===== src/rtl/vc_fifo_pkg.sv =====
// Shared width helpers for the multi-channel circular FIFO.
// Used by the interface, the per-channel controller and the top level.
package vc_fifo_pkg;

  localparam int unsigned DATA_WIDTH_DEF  = 8;
  localparam int unsigned DEPTH_WIDTH_DEF = 2;
  localparam int unsigned VC_NUM_DEF      = 2;

  function automatic int unsigned clog2(input int unsigned n);
    int unsigned r;
    r = 0;
    for (int unsigned p = 1; p < n; p = p << 1) r++;
    return r;
  endfunction

  // A single channel still needs a one-bit select
  function automatic int unsigned vc_w(input int unsigned vc_num);
    return (vc_num <= 1) ? 1 : clog2(vc_num);
  endfunction

  function automatic int unsigned cnt_w(input int unsigned depth_width);
    return depth_width + 1;
  endfunction

  function automatic int unsigned cnt_lsb(input int unsigned vc, input int unsigned depth_width);
    return vc * (depth_width + 1);
  endfunction

endpackage


===== src/rtl/vc_fifo_if.sv =====
// Write/read/status bundle of the multi-channel FIFO.
// The master drives requests; the slave (the FIFO) returns data and status.
interface vc_fifo_if
  import vc_fifo_pkg::*;
#(
  parameter int unsigned DATA_WIDTH  = DATA_WIDTH_DEF,
  parameter int unsigned DEPTH_WIDTH = DEPTH_WIDTH_DEF,
  parameter int unsigned VC_NUM      = VC_NUM_DEF
);
  localparam int unsigned VC_W  = vc_w(VC_NUM);
  localparam int unsigned CNT_W = cnt_w(DEPTH_WIDTH);

  logic                    wr_en_i;
  logic [VC_W-1:0]         wr_vc_i;
  logic [DATA_WIDTH-1:0]   data_i;
  logic                    rd_en_i;
  logic [VC_W-1:0]         rd_vc_i;
  logic                    err_clr_i;
  logic [DATA_WIDTH-1:0]   data_o;
  logic [VC_NUM-1:0]       full_o;
  logic [VC_NUM-1:0]       empty_o;
  logic [VC_NUM-1:0]       almost_full_o;
  logic [VC_NUM-1:0]       almost_empty_o;
  logic [VC_NUM*CNT_W-1:0] count_o;
  logic [VC_NUM-1:0]       overflow_o;
  logic [VC_NUM-1:0]       underflow_o;

  modport master (
    output wr_en_i, wr_vc_i, data_i, rd_en_i, rd_vc_i, err_clr_i,
    input  data_o, full_o, empty_o, almost_full_o, almost_empty_o,
           count_o, overflow_o, underflow_o
  );

  modport slave (
    input  wr_en_i, wr_vc_i, data_i, rd_en_i, rd_vc_i, err_clr_i,
    output data_o, full_o, empty_o, almost_full_o, almost_empty_o,
           count_o, overflow_o, underflow_o
  );

endinterface


===== src/rtl/vc_fifo_ctrl.sv =====
// Per-channel pointer and status controller: wrap-bit pointers, occupancy,
// almost flags and sticky overflow/underflow.
module vc_fifo_ctrl
  import vc_fifo_pkg::*;
#(
  parameter int unsigned DEPTH_WIDTH        = DEPTH_WIDTH_DEF,
  parameter int unsigned ALMOST_FULL_LEVEL  = (1 << DEPTH_WIDTH) - 1,
  parameter int unsigned ALMOST_EMPTY_LEVEL = 1,
  localparam int unsigned CNT_W             = cnt_w(DEPTH_WIDTH)
) (
  input  logic                   clk_i,
  input  logic                   rst_ni,
  input  logic                   i_wr_req,
  input  logic                   i_rd_req,
  input  logic                   i_err_clr,
  output logic                   o_wr_acc_c,
  output logic                   o_rd_acc_c,
  output logic [DEPTH_WIDTH-1:0] o_wr_idx,
  output logic [DEPTH_WIDTH-1:0] o_rd_idx,
  output logic                   o_full_c,
  output logic                   o_empty_c,
  output logic                   o_afull_c,
  output logic                   o_aempty_c,
  output logic [CNT_W-1:0]       o_count_c,
  output logic                   o_overflow,
  output logic                   o_underflow
);

  logic [CNT_W-1:0] r_wr_ptr;
  logic [CNT_W-1:0] r_rd_ptr;
  logic             r_overflow;
  logic             r_underflow;
  logic             w_full;
  logic             w_empty;
  logic             w_wr_acc;
  logic             w_rd_acc;
  logic [CNT_W-1:0] w_count;

  // Status is purely a function of the registered pointers
  always_comb begin
    w_empty  = (r_wr_ptr == r_rd_ptr);
    w_full   = (r_wr_ptr[DEPTH_WIDTH-1:0] == r_rd_ptr[DEPTH_WIDTH-1:0]) &&
               (r_wr_ptr[DEPTH_WIDTH] != r_rd_ptr[DEPTH_WIDTH]);
    w_count  = r_wr_ptr - r_rd_ptr;
    w_rd_acc = i_rd_req && !w_empty;
    // A pop on a full channel frees the slot the push lands in
    w_wr_acc = i_wr_req && (!w_full || w_rd_acc);
  end

  always_ff @(posedge clk_i or negedge rst_ni) begin
    if (!rst_ni) begin
      r_wr_ptr    <= '0;
      r_rd_ptr    <= '0;
      r_overflow  <= 1'b0;
      r_underflow <= 1'b0;
    end else begin
      if (w_wr_acc) r_wr_ptr <= r_wr_ptr + CNT_W'(1);
      if (w_rd_acc) r_rd_ptr <= r_rd_ptr + CNT_W'(1);
      r_overflow  <= (r_overflow  && !i_err_clr) || (i_wr_req && !w_wr_acc);
      r_underflow <= (r_underflow && !i_err_clr) || (i_rd_req && !w_rd_acc);
    end
  end

  assign o_wr_acc_c  = w_wr_acc;
  assign o_rd_acc_c  = w_rd_acc;
  assign o_wr_idx    = r_wr_ptr[DEPTH_WIDTH-1:0];
  assign o_rd_idx    = r_rd_ptr[DEPTH_WIDTH-1:0];
  assign o_full_c    = w_full;
  assign o_empty_c   = w_empty;
  assign o_count_c   = w_count;
  assign o_afull_c   = (w_count >= CNT_W'(ALMOST_FULL_LEVEL));
  assign o_aempty_c  = (w_count <= CNT_W'(ALMOST_EMPTY_LEVEL));
  assign o_overflow  = r_overflow;
  assign o_underflow = r_underflow;

endmodule


===== src/rtl/vc_fifo.sv =====
// Multi-channel FWFT circular FIFO: shared storage, channel decode and
// head-flit mux around one vc_fifo_ctrl per virtual channel.
module vc_fifo
  import vc_fifo_pkg::*;
#(
  parameter int unsigned DATA_WIDTH         = DATA_WIDTH_DEF,
  parameter int unsigned DEPTH_WIDTH        = DEPTH_WIDTH_DEF,
  parameter int unsigned VC_NUM             = VC_NUM_DEF,
  parameter int unsigned ALMOST_FULL_LEVEL  = (1 << DEPTH_WIDTH) - 1,
  parameter int unsigned ALMOST_EMPTY_LEVEL = 1
) (
  input logic     clk_i,
  input logic     rst_ni,
  vc_fifo_if.slave bus
);

  localparam int unsigned DEPTH = 1 << DEPTH_WIDTH;
  localparam int unsigned VC_W  = vc_w(VC_NUM);
  localparam int unsigned CNT_W = cnt_w(DEPTH_WIDTH);

  logic [DATA_WIDTH-1:0]  r_mem [VC_NUM][DEPTH];
  logic [VC_NUM-1:0]      w_wr_sel;
  logic [VC_NUM-1:0]      w_rd_sel;
  logic [VC_NUM-1:0]      w_wr_acc;
  logic [VC_NUM-1:0]      w_rd_acc;
  logic [DEPTH_WIDTH-1:0] w_wr_idx [VC_NUM];
  logic [DEPTH_WIDTH-1:0] w_rd_idx [VC_NUM];
  logic [DATA_WIDTH-1:0]  w_data;

  // Out-of-range channel indices match no channel and are dropped silently
  always_comb begin
    w_wr_sel = '0;
    w_rd_sel = '0;
    for (int v = 0; v < int'(VC_NUM); v++) begin
      w_wr_sel[v] = bus.wr_en_i && (bus.wr_vc_i == VC_W'(v));
      w_rd_sel[v] = bus.rd_en_i && (bus.rd_vc_i == VC_W'(v));
    end
  end

  for (genvar v = 0; v < int'(VC_NUM); v++) begin : g_vc
    vc_fifo_ctrl #(
      .DEPTH_WIDTH        (DEPTH_WIDTH),
      .ALMOST_FULL_LEVEL  (ALMOST_FULL_LEVEL),
      .ALMOST_EMPTY_LEVEL (ALMOST_EMPTY_LEVEL)
    ) u_ctrl (
      .clk_i       (clk_i),
      .rst_ni      (rst_ni),
      .i_wr_req    (w_wr_sel[v]),
      .i_rd_req    (w_rd_sel[v]),
      .i_err_clr   (bus.err_clr_i),
      .o_wr_acc_c  (w_wr_acc[v]),
      .o_rd_acc_c  (w_rd_acc[v]),
      .o_wr_idx    (w_wr_idx[v]),
      .o_rd_idx    (w_rd_idx[v]),
      .o_full_c    (bus.full_o[v]),
      .o_empty_c   (bus.empty_o[v]),
      .o_afull_c   (bus.almost_full_o[v]),
      .o_aempty_c  (bus.almost_empty_o[v]),
      .o_count_c   (bus.count_o[cnt_lsb(v, DEPTH_WIDTH) +: CNT_W]),
      .o_overflow  (bus.overflow_o[v]),
      .o_underflow (bus.underflow_o[v])
    );
  end

  // Storage carries no reset; emptiness is tracked by the pointers alone
  always_ff @(posedge clk_i) begin
    for (int v = 0; v < int'(VC_NUM); v++) begin
      if (w_wr_acc[v]) r_mem[v][w_wr_idx[v]] <= bus.data_i;
    end
  end

  always_comb begin
    w_data = '0;
    for (int v = 0; v < int'(VC_NUM); v++) begin
      if (bus.rd_vc_i == VC_W'(v)) w_data = r_mem[v][w_rd_idx[v]];
    end
  end

  assign bus.data_o = w_data;

endmodule


===== src/flat_wrapper.sv =====
// flat-port wrapper written by rule: the top's interface ports become plain ports
module vc_fifo_flat import vc_fifo_pkg::*;
#(
  parameter int unsigned DATA_WIDTH         = DATA_WIDTH_DEF,
  parameter int unsigned DEPTH_WIDTH        = DEPTH_WIDTH_DEF,
  parameter int unsigned VC_NUM             = VC_NUM_DEF,
  parameter int unsigned ALMOST_FULL_LEVEL  = (1 << DEPTH_WIDTH) - 1,
  parameter int unsigned ALMOST_EMPTY_LEVEL = 1
)
  (clk_i, rst_ni, bus_wr_en_i, bus_wr_vc_i, bus_data_i, bus_rd_en_i, bus_rd_vc_i, bus_err_clr_i, bus_data_o, bus_full_o, bus_empty_o, bus_almost_full_o, bus_almost_empty_o, bus_count_o, bus_overflow_o, bus_underflow_o);
  vc_fifo_if #(.DATA_WIDTH(DATA_WIDTH), .DEPTH_WIDTH(DEPTH_WIDTH), .VC_NUM(VC_NUM)) bus_i ();
  input logic clk_i;
  input logic rst_ni;
  input wire logic [$bits(bus_i.wr_en_i)-1:0] bus_wr_en_i;
  input wire logic [$bits(bus_i.wr_vc_i)-1:0] bus_wr_vc_i;
  input wire logic [$bits(bus_i.data_i)-1:0] bus_data_i;
  input wire logic [$bits(bus_i.rd_en_i)-1:0] bus_rd_en_i;
  input wire logic [$bits(bus_i.rd_vc_i)-1:0] bus_rd_vc_i;
  input wire logic [$bits(bus_i.err_clr_i)-1:0] bus_err_clr_i;
  output wire logic [$bits(bus_i.data_o)-1:0] bus_data_o;
  output wire logic [$bits(bus_i.full_o)-1:0] bus_full_o;
  output wire logic [$bits(bus_i.empty_o)-1:0] bus_empty_o;
  output wire logic [$bits(bus_i.almost_full_o)-1:0] bus_almost_full_o;
  output wire logic [$bits(bus_i.almost_empty_o)-1:0] bus_almost_empty_o;
  output wire logic [$bits(bus_i.count_o)-1:0] bus_count_o;
  output wire logic [$bits(bus_i.overflow_o)-1:0] bus_overflow_o;
  output wire logic [$bits(bus_i.underflow_o)-1:0] bus_underflow_o;
  assign bus_i.wr_en_i = bus_wr_en_i;
  assign bus_i.wr_vc_i = bus_wr_vc_i;
  assign bus_i.data_i = bus_data_i;
  assign bus_i.rd_en_i = bus_rd_en_i;
  assign bus_i.rd_vc_i = bus_rd_vc_i;
  assign bus_i.err_clr_i = bus_err_clr_i;
  assign bus_data_o = bus_i.data_o;
  assign bus_full_o = bus_i.full_o;
  assign bus_empty_o = bus_i.empty_o;
  assign bus_almost_full_o = bus_i.almost_full_o;
  assign bus_almost_empty_o = bus_i.almost_empty_o;
  assign bus_count_o = bus_i.count_o;
  assign bus_overflow_o = bus_i.overflow_o;
  assign bus_underflow_o = bus_i.underflow_o;
  vc_fifo #(.DATA_WIDTH(DATA_WIDTH), .DEPTH_WIDTH(DEPTH_WIDTH), .VC_NUM(VC_NUM), .ALMOST_FULL_LEVEL(ALMOST_FULL_LEVEL), .ALMOST_EMPTY_LEVEL(ALMOST_EMPTY_LEVEL)) u_core (.clk_i(clk_i), .rst_ni(rst_ni), .bus(bus_i));
endmodule

===== config.mk =====
export PLATFORM = sky130hd
export DESIGN_NAME = vc_fifo_flat
export DESIGN_NICKNAME = d
export VERILOG_FILES = /design/src/rtl/vc_fifo_pkg.sv /design/src/rtl/vc_fifo_if.sv /design/src/rtl/vc_fifo_ctrl.sv /design/src/rtl/vc_fifo.sv /design/src/flat_wrapper.sv
export SDC_FILE = /design/constraint.sdc
export NUM_CORES = 1
export LEC_CHECK = 0
export BUFFER_PORTS_ARGS = -buffer_cell sky130_fd_sc_hd__buf_4
export CAP_MARGIN = 20
export CORE_MARGIN = 5
export CORE_UTILIZATION = 51
export CTS_CLUSTER_DIAMETER = 150
export CTS_CLUSTER_SIZE = 30
export DETAILED_ROUTE_END_ITERATION = 8
export PLACE_DENSITY = 0.82
export SLEW_MARGIN = 20
export SYNTH_ARGS = -nofsm -noshare
export SYNTH_HDL_FRONTEND = slang
export SYNTH_HIERARCHICAL = 1
export SYNTH_SLANG_ARGS = --single-unit

===== constraint.sdc =====
create_clock -name clk_i -period 3.73 [get_ports clk_i]
set_input_delay 0.746 -clock clk_i [delete_from_list [all_inputs] [get_ports clk_i]]
set_output_delay 0.746 -clock clk_i [all_outputs]
set_load 0.05 [all_outputs]

==> flow_summary.ini <==
[critical_path]
cp_data_required_time_ps = 2980
path_class = reg2out
worstReg2RegStart = u_core/g_vc[0].u_ctrl/r_rd_ptr[1]$_DFFE_PN0P_
worstSetupStartpoint = u_core/g_vc[0].u_ctrl/r_rd_ptr[1]$_DFFE_PN0P_
arrival_ps = 2140
crit_fanout = 11
cp-end-kind = primary output
start_kind = flop

[place]
routabilityCongestion = 0.806
place.detailed.instances = 350
numPortBuffers = 40
dp_hpwl_mm = 4.56

[die]
floorplan.die_area_um2 = 8730
initial_utilization_pct = 52.3
rows = 30
die_w_um = 93.4
dieHeight_um = 93.4
num_io_pins = 41
core-area_um2 = 6790

[global_route]
grt_first_pass_wirelength_mm = 10.6
largest_net_degree_at_the_start_of_global_routing = 19
grt_antenna_before_repair = 0
global_route.overflow_total = 0
grt_usage_pct = 16.6
vias_in_the_first_global_route = 2049

[hold_path]
worstHoldPathType = in2async

[logic_synthesis]
yosys_warnings = 6
syn-mean-instance-area_um2 = 15.9
syn_inst = 224
mappedNetlistArea_um2 = 3550
net_count_after_synthesis = 249

[sta]
max_slew_margin_pct = 53.9
setup-violations-final = 0
final.period_utilization_pct = 77.2
grt_setup_unrepaired = false
final.setup.tns_ps = 0
finalHoldViolCount = 0
skew_ps = 4.91
worst_pin_slew_ps = 689
max_clock_freq_mhz = 347
maxSlewViolCount = 0
final.min_clock_period_ps = 2880

[drt]
drt-total-wl_mm = 6.53
drt_pre_antenna_iters = 4
detail_route.iter0.violations = 114
detailroute.via_count = 1956
routed_wire_length_per_instance_um = 17.8
postRouteAntennaNets = 0
residual_drc = 0
vias_per_cell = 5.34

[clocking]
cts_max_level = 3
tritoncts_clock_tree = built
clock_tree.buffer_depth = 2
clk_pin_slew_ps = 70
cts.sinks = 80
cts_inserted_buffers = 9
total_of_hold_buffers_inserted_after_clock_tree_synthesis = 0
insertion_delay_ps = 340
cts_post_setup_buffers_inserted = 0
post_cts_resize_count = 0
cts.root.buffer_cell = clkbuf_8

[final_layout]
layout-area-overhead-vs-synth_pct = 15.9
n_antenna_cell = 0
finalNonFillerCells = 366
layout.core_utilization_pct = 60.6
nNetsFinal = 290
layout_cells_sized_above_1_pct = 27.4

[flow_run]
cap_viol_max_count = 0

[status]
outcome = complete, no violations
-- placed cells by master, fill, tap and decap left out, drive strengths merged, types with 3 or more instances in the layout --
master,count
o21ai,4
nand2b,9
mux4,8
and3,4
o31ai,4
mux2,4
o221ai,8
inv,13
xnor2,8
clkbuf,10
ha,8
edfxtp,64
nor2,12
dfrtp,16
nand2,11
buf,44
mux2i,16
clkinv,3
-- per-stage QoR --
step	worst slack (ps)	area [µm²]	hold slack [ps]
finish	849	4120	259
global route	659	4120	243
CTS	809	4120	246
detailed placement	1150	3910	490
global placement	1220	3910	478
floorplan	503	3550	450
-- layout make-up --
| type | count | area, µm² |
|---|---|---|
| clock buffers | 10 | 128 |
| clock inverters | 6 | 82.6 |
| fillers | 503 | 2680 |
| inverters | 12 | 45.0 |
| multi-input cells | 118 | 1090 |
| flip-flops and latches | 80 | 2320 |
| well taps | 96 | 120 |
| repair buffers | 44 | 330 |
-- metal layers --
| metal | vias up | share of wire [%] | global-route usage (%) |
|---|---|---|---|
| li1 | 919 | - | - |
| met1 | 993 | 42 | 20.5 |
| met2 | 39 | 53 | 28.1 |
| met3 | 5 | 4.0 | 4.42 |
| met4 | 0 | 0.93 | 6.23 |
| met5 | - | 0 | 0 |
-- state kept, by name (all words and copies together) (netlist names) --
name / flops
u_core/g_vc.u_ctrl/o_underflow: 2
u_core/r_mem: 64
u_core/g_vc.u_ctrl/r_wr_ptr: 6
u_core/g_vc.u_ctrl/r_rd_ptr: 6
u_core/g_vc.u_ctrl/o_overflow: 2
-- worst max-delay path, cell delays in order, from the launching register on --
cell and delay [ps]:
dfrtp_1 670, inv_1 150, fa_1 410, xnor2_1 260, a21o_1 120, buf_4 190
-- final timing paths --
check	depth (start not counted)	slack [ps]	end
worst min register to register	1	500	u_core/g_vc[0].u_ctrl/o_overflow$_DFF_PN0_
min in group clk_i	1	500	u_core/g_vc[0].u_ctrl/o_overflow$_DFF_PN0_
max in group asynchronous	1	3280	u_core/g_vc[0].u_ctrl/r_wr_ptr[1]$_DFFE_PN0P_
worst max register to register	7	1180	u_core/r_mem[0][20]$_DFFE_PP_
worst max-delay path	5	850	bus_almost_full_o[0]
worst min-delay path	1	260	u_core/g_vc[0].u_ctrl/o_underflow$_DFF_PN0_
Power is left out: the tool's default activity adds up to more than one toggle a clock period on the data nets, which glitch-free logic cannot reach.
